### config.mk
export PLATFORM = sky130hd
export DESIGN_NAME = whack_mole_core
export DESIGN_NICKNAME = d
export VERILOG_FILES = /design/src/rtl/whack_mole_core.sv
export SDC_FILE = /design/constraint.sdc
export NUM_CORES = 1
export LEC_CHECK = 0
export CORE_MARGIN = 5
export CORE_UTILIZATION = 33
export DETAILED_ROUTE_END_ITERATION = 10
export MAX_ROUTING_LAYER = met4
export PLACE_DENSITY = 0.55
export SLEW_MARGIN = 20
export SYNTH_ARGS = -nofsm -noshare
export SYNTH_HDL_FRONTEND = slang
export SYNTH_SLANG_ARGS = --single-unit
### constraint.sdc
create_clock -name clk -period 4.1 [get_ports clk]
set_input_delay 0.615 -clock clk [delete_from_list [all_inputs] [get_ports clk]]
set_output_delay 0.615 -clock clk [all_outputs]
set_load 0.01 [all_outputs]
### src/rtl/whack_mole_core.sv
// whack_mole_core: whack-a-mole game engine with a shrinking reaction window and score/miss/round tracking.
// Optional macro WRONG_PENALTY_EN makes a wrong-button press in SHOW count as a miss.
module whack_mole_core #(
   parameter int          N_MOLES    = 8,
   parameter int          SCORE_W    = 8,
   parameter int          ROUNDS     = 16,
   parameter int          MISS_LIMIT = 3,
   parameter int          WIN_INIT   = 500000,
   parameter int          WIN_MIN    = 100000,
   parameter int          WIN_STEP   = 25000,
   parameter int          GAP_CYCLES = 200000,
   parameter logic [15:0] LFSR_SEED  = 16'hACE1
) (
   input  logic               clk,
   input  logic               rst,
   input  logic               start,
   input  logic [N_MOLES-1:0] btn,
   output logic [N_MOLES-1:0] mole,
   output logic [SCORE_W-1:0] score,
   output logic [3:0]         misses,
   output logic [7:0]         round,
   output logic               busy,
   output logic               game_end,
   output logic               hit_pulse,
   output logic               miss_pulse
);
   localparam int TW = $clog2(WIN_INIT + WIN_STEP + 1);
   localparam int GW = $clog2(GAP_CYCLES + 1);
   localparam int IW = $clog2(N_MOLES);
   localparam logic [TW-1:0] W_INIT  = TW'(WIN_INIT);
   localparam logic [TW-1:0] W_MIN   = TW'(WIN_MIN);
   localparam logic [TW-1:0] W_STEP  = TW'(WIN_STEP);
   localparam logic [TW-1:0] W_FLOOR = TW'(WIN_MIN + WIN_STEP);
   localparam logic [GW-1:0] G_LAST  = GW'(GAP_CYCLES - 1);
   typedef enum logic [1:0] {IDLE, GAP, SHOW, DONE} state_t;
   state_t             state;
   logic [N_MOLES-1:0] s1, s2, s3, rise;
   logic [15:0]        lfsr;
   logic [TW-1:0]      win_len, timer;
   logic [GW-1:0]      gap_cnt;
   logic [IW-1:0]      prev, pick;
   logic               prev_ok, hit, miss, last;
   logic [4:0]         r0, r1;
   assign rise = s2 & ~s3;
   assign hit  = |(rise & mole);
`ifdef WRONG_PENALTY_EN
   logic wrong;
   assign wrong = |(rise & ~mole);
   assign miss  = !hit && (timer == win_len - TW'(1) || wrong);
`else
   assign miss  = !hit && timer == win_len - TW'(1);
`endif
   // hit has priority, so a hit can never also be the game-ending miss
   assign last = round == 8'(ROUNDS) || (miss && misses + 4'd1 == 4'(MISS_LIMIT));
   assign r0   = 5'(lfsr[3:0]) % 5'(N_MOLES);
   assign r1   = (prev_ok && r0 == 5'(prev)) ? ((r0 == 5'(N_MOLES - 1)) ? 5'd0 : r0 + 5'd1) : r0;
   assign pick = IW'(r1);
   assign busy = state == GAP || state == SHOW;
   always_ff @(posedge clk) begin
      if (rst) begin
         state      <= IDLE;
         lfsr       <= LFSR_SEED;
         s1         <= '0;
         s2         <= '0;
         s3         <= '0;
         win_len    <= W_INIT;
         timer      <= '0;
         gap_cnt    <= '0;
         prev       <= '0;
         prev_ok    <= 1'b0;
         mole       <= '0;
         score      <= '0;
         misses     <= '0;
         round      <= '0;
         game_end   <= 1'b0;
         hit_pulse  <= 1'b0;
         miss_pulse <= 1'b0;
      end else begin
         lfsr       <= {lfsr[14:0], lfsr[15] ^ lfsr[13] ^ lfsr[12] ^ lfsr[10]};
         s1         <= btn;
         s2         <= s1;
         s3         <= s2;
         hit_pulse  <= 1'b0;
         miss_pulse <= 1'b0;
         case (state)
            IDLE, DONE: if (start) begin
               state    <= GAP;
               game_end <= 1'b0;
               score    <= '0;
               misses   <= '0;
               round    <= '0;
               win_len  <= W_INIT;
               gap_cnt  <= '0;
               prev_ok  <= 1'b0;
            end
            GAP: if (gap_cnt == G_LAST) begin
               state   <= SHOW;
               mole    <= {{(N_MOLES-1){1'b0}}, 1'b1} << pick;
               prev    <= pick;
               prev_ok <= 1'b1;
               round   <= round + 8'd1;
               timer   <= '0;
            end else gap_cnt <= gap_cnt + GW'(1);
            SHOW: if (hit || miss) begin
               state      <= last ? DONE : GAP;
               game_end   <= last;
               mole       <= '0;
               gap_cnt    <= '0;
               hit_pulse  <= hit;
               miss_pulse <= miss;
               if (hit) begin
                  score   <= score == '1 ? score : score + SCORE_W'(1);
                  win_len <= win_len >= W_FLOOR ? win_len - W_STEP : W_MIN;
               end else begin
                  misses <= misses + 4'd1;
`ifdef WRONG_PENALTY_EN
                  if (wrong && score != '0) score <= score - SCORE_W'(1);
`endif
               end
            end else timer <= timer + TW'(1);
         endcase
      end
   end
endmodule

[Word-level counts from Yosys, hierarchy flattened]
Index checks and enable logic that the tools add are counted.
Operators by class
  add/subtract/negate cells: 8
  $mul: 0
  div/mod/pow operators: 0
  order comparisons: 1
  equal/unequal tests: 18
  shift operators: 1
  muxes and demuxes: 38
  bitwise logic cells: 8
  reduce and logical (&&, ||, !) cells: 24
Operator list (count)
  $mux 20: 6
  $pmux 20 s2: 2
  $mux 8: 7
  $mux 18: 3
  $pmux 18 s3: 1
  $pmux 8 s2: 3
  $add 20x1->20 const B: 1
  $eq 20x20->1: 1
  $ge 20x17->1 const B: 1
  $sub 20x1->20 const B: 1
  $sub 20x15->20 const B: 1
  $add 18x1->18 const B: 1
  $eq 18x18->1 const B: 1
  $reduce_and 3->1: 6
  $add 8x1->8 const B: 2
  $and 8x8->8: 2
  $mux 4: 3
  $ne 2x2->1 const B: 6
  $eq 8x5->1 const B: 1
  $eq 8x8->1 const B: 1
  $mux 2: 4
  $not 8->8: 1
  $pmux 4 s2: 1
  $reduce_and 4->1: 2
  25 further kinds: 40
Storage, ports and cells
  bits in registers: 135
  latch bits: 0
  memory bits (writable): 0
  ROM bits: 0
  input port bits: 11
  output and inout port bits: 32
  memories kept: 0

[Depth between registers and ports, before layout]
  depth after elaboration: 11
  depth in mapped cells: 12

[Least setup slack after synthesis]
OpenSTA, ideal clock, no wires.
  kind: reg2reg
  start: register win_len[3]
  end: register gap_cnt[16]
  setup time: 125 ps
  arrival time: 2851 ps
  data required time: 3975 ps
  slack: 1124 ps
  stages on the path, launching flop included: 13
  period minus slack after synthesis: 2976 ps
  path through: dfxtp_1 inv_1 ha_1 nor3b_2 a21oi_1 or4_1 a2111oi_2 and4_4 o21ai_2 buf_2 buf_2 o31ai_1 a21oi_1
On the way
  word-level cells in the longest chain between the ends: 6
Ends and longest elaborated chain
  from (decl): line 39  | logic [TW-1:0] win_len, timer;
  from (signal assigned): line 113  | win_len <= win_len >= W_FLOOR ? win_len - W_STEP : W_MIN;
  $sub 20x1->20: line 51  | assign miss = !hit && timer == win_len - TW'(1);
  $eq 20x20->1: line 51
  $logic_and 1x1->1: line 51
  $logic_or 1x1->1: line 104  | SHOW: if (hit || miss) begin
  $ne 2x1->1 (no line)
  $reduce_and 3->1 (no line)
  to (signal assigned): line 103  | end else gap_cnt <= gap_cnt + GW'(1);
  to (decl): line 40  | logic [GW-1:0] gap_cnt;
Every way passes these cells.
A chain may end at the register's enable or synchronous reset.

[Worst setup path in the final report]
  start: register win_len[3]
  end: register gap_cnt[15]
Same word-level chain as after synthesis.

==> metrics.md <==
| Metric | Value |
|---|---|
| N_diodes | `0` |
| Met1 usage | `0.193` |
| Setup Buffers After CTS | `0` |
| Final HPWL DP | `11000 µm` |
| DR pass1 iterations | `5` |
| Layout cell share with drive strength beyond 1 | `0.0900` |
| Cell Pwr Density | `521 mW/mm²` |
| Asr flop ratio synth | `0` |
| Routability cong. | `0.809` |
| Pint | `2.60 mW` |
| CP most frequent cell | `or4_1` |
| Post-Route WL | `15500 µm` |
| Synth-to-layout area growth | `18.9%` |
| Initial Utilization | `0.334` |
| Grt ovf | `0` |
| Most common cell in the netlist | `dfxtp_1` |
| Netlist cell types | `70` |
| Minimum clock period after layout | `3.63 ns` |
| Storage element area | `0.00264 mm²` |
| Final total power | `4.03 mW` |
| WHS Endpoint | `lfsr[10]$_SDFF_PP1_` |
| Clock root buffer master | `clkbuf_16` |
| Critical path buffers and inverters | `1` |
| Final net count | `823` |
| VDD IR max | `0.000315 V` |
| Setup crit start kind | `flip-flop` |
| PortBufs | `42` |
| Final Max Tran Viols | `0` |
| Largest net degree at the start of global routing | `47` |
| Synth area leaders | `dfxtp_1, a21oi_1, nor2_1` |
| R2R Path Start | `win_len[3]$_SDFFE_PP0P_` |
| Post-synthesis sequential area ratio | `0.406` |
| Power share of the combinational group | `0.263` |
| GR Util met2 | `0.222` |
| Cell Chain, Critical Path | `inv_1 -> ha_1 -> nor3b_2 -> nand4_1 -> or4_1 -> a221oi_2 -> and4_4 -> o21ai_2 -> or4_1 -> a21oi_1` |
| Net Sw Frac | `0.354` |
| Fin crit share | `0.886` |
| Longest Clk Path Bufs | `2` |
| CP max stage cell | `or4_1` |
| Clock Sinks | `132` |
| Post-cts resize count | `0` |
| TritonCTS clock tree | `yes` |
| Multi-input gate area | `0.00360 mm²` |
| Min-Delay Path Class | `reg -> reg` |
| Hold Crit Start | `lfsr[9]$_SDFF_PP0_` |
| Yosys reg bits | `132` |
| Reg2reg path depth | `10` |
| Launch point of the critical path | `win_len[3]$_SDFFE_PP0P_` |
| Grt peak-use layer | `met2` |
| Critical path class | `reg -> reg` |
| Cell taking the most area after synthesis | `dfxtp_1` |
| WL/cell | `14.5 µm` |
| DRC | `0` |
| DP Worst Slack | `0.474 ns` |
| Worst hold path stage count | `1` |
| Final Worst Setup Slack | `0.465 ns` |
| Setup violators final | `0` |
| Height of the die | `150 µm` |
| Cts bufs inserted | `17` |
| Setup TNS | `0 ns` |
| FILL cells | `1973` |
| Placement Cell Area | `0.00715 mm²` |
| Fmax | `275 MHz` |
| Final Skew | `0.00921 ns` |
| Iter 0 DRT Violations | `407` |
| Hold_buf cts | `0` |
| Status | `finished clean` |
| DR vias | `5517` |
| Final Hold Vio Count | `0` |
| Post-DRT Antenna Nets | `0` |
| Global-route wire length before repair | `26200 µm` |
| Final Cell Area | `0.00773 mm²` |
| IO Pins | `43` |
| Top FF cell, synth | `dfxtp_1` |
| Avg Vias per Cell | `5.13` |
| WP data arrival | `3.98 ns` |
| CP peak stage delay | `0.59 ns` |
| Initial antenna violation count | `0` |
| Netlist Area Pre-Place | `0.00650 mm²` |
| Syn nets | `792` |
| Worst-path clk slew | `0.06 ns` |
| Post-Syn Area per Cell | `8.48 µm²` |
| GR Util All Layers | `0.148` |
| Max_cap viols | `0` |
| M3 GR Usage | `0.0346` |
| Cells after Synth | `767` |
| CP required | `4.44 ns` |
| R2r setup slk | `0.47 ns` |
| H-tree lvl count | `4` |
| Clock Latency Late Sink | `0.42 ns` |
| Leak | `2.78 nW` |
| Crit-path leading delay family | `simple AND/OR/NAND/NOR gates` |
| Worst Tran Pin Value | `0.957 ns` |
| Die area | `0.0226 mm²` |
| Crit path max fanout | `26` |
| RSZ-0062 raised after global routing | `no` |
| Synth top area share | `0.406` |
| Commonest cells in the netlist | `dfxtp_1, nor2_1, nand2_1, a21oi_1, nor2b_1` |
| Worst rel slew slack | `0.359` |
| Net switching power | `1.43 mW` |
| Crit. End Element | `flip-flop` |
| Power share of the clock group | `0.372` |
| Vias in the first global route | `5240` |
| EDFF count, synth | `0` |
| Core Rows | `51` |
| Core Area | `0.0195 mm²` |
| Seq pwr share | `0.365` |
| Worst R2R End | `gap_cnt[15]$_SDFFE_PP0P_` |
| Ys Warns | `0` |
| Die Span X | `150 µm` |
-- through the flow --
step / cells / hold slack, ns / utilization
after floorplan: 767 / 0.389 / -
after global placement: 1044 / 0.390 / 0.367
after detailed placement: 1044 / 0.393 / 0.367
after CTS: 1076 / 0.410 / 0.397
after global routing: 1076 / 0.428 / 0.397
final: 1076 / 0.408 / 0.397
-- layer usage --
metal,share of wire,vias to the layer above
met3,0.034,23
met4,0.023,0
met5,0,-
li1,-,2836
met2,0.45,102
met1,0.50,2556
-- how the worst max path moves through the flow --
stage | slack, ns | cells past startpoint | endpoint
floorplan | 1.12 | 12 | gap_cnt[16]$_SDFFE_PP0P_
global placement | 0.63 | 10 | gap_cnt[2]$_SDFFE_PP0P_
detailed placement | 0.47 | 10 | gap_cnt[2]$_SDFFE_PP0P_
CTS | 0.47 | 10 | gap_cnt[2]$_SDFFE_PP0P_
global route | 0.20 | 10 | gap_cnt[13]$_SDFFE_PP0P_
finish | 0.47 | 10 | gap_cnt[15]$_SDFFE_PP0P_
-- power groups by stage --
| stage | clock (mW) | combinational, mW | sequential (mW) |
|---|---|---|---|
| finish | 1.50 | 1.06 | 1.47 |
| global placement | 0 | 1.06 | 1.50 |
| floorplan | 0 | 0.832 | 1.42 |
| global route | 1.60 | 1.19 | 1.48 |
| CTS | 1.54 | 1.06 | 1.47 |
| detailed placement | 0 | 1.06 | 1.50 |
-- cells in the final DEF (no fill, tap or decap), drive strengths merged, types with 18 or more instances in the layout --
| master | instances |
|---|---|
| nand3 | 25 |
| a21oi | 57 |
| nand4 | 18 |
| nor4 | 21 |
| o21ai | 41 |
| dfxtp | 132 |
| xnor2 | 26 |
| nor2 | 65 |
| nor2b | 36 |
| nand2 | 61 |
| inv | 30 |
| clkdlybuf4s50 | 41 |
| and3 | 19 |
-- flip-flops by register name, summed over array words and instances (netlist names) --
register / cells
miss_pulse: 1
s2: 8
timer: 20
score: 8
round: 8
hit_pulse: 1
state: 2
s3: 8
misses: 4
mole: 8
s1: 8
gap_cnt: 18
prev_ok: 1
win_len: 17
prev: 3
lfsr: 16
game_end: 1
-- kinds of logic (layout without fill, tap and decap cells) --
group | Yosys count | after routing | share of synthesized area
buf+inv | 62 | 106 | 0.0402
mux | 9 | 9 | 0.0144
xor+xnor | 43 | 43 | 0.0579
compound gates | 170 | 170 | 0.169
flops | 132 | 132 | 0.406
simple gates | 337 | 337 | 0.285
fa+ha+maj | 14 | 14 | 0.0269
-- final cells by class --
class                      instances  share of cell area
multi-input combinational        573               0.465
sequential                       132               0.342
timing repair buffer              52              0.0634
clock buffer                      17              0.0550
tap                              265              0.0429
clock inverter                    15              0.0209
inverter                          22              0.0107
Power figures use the tool's default switching activity.
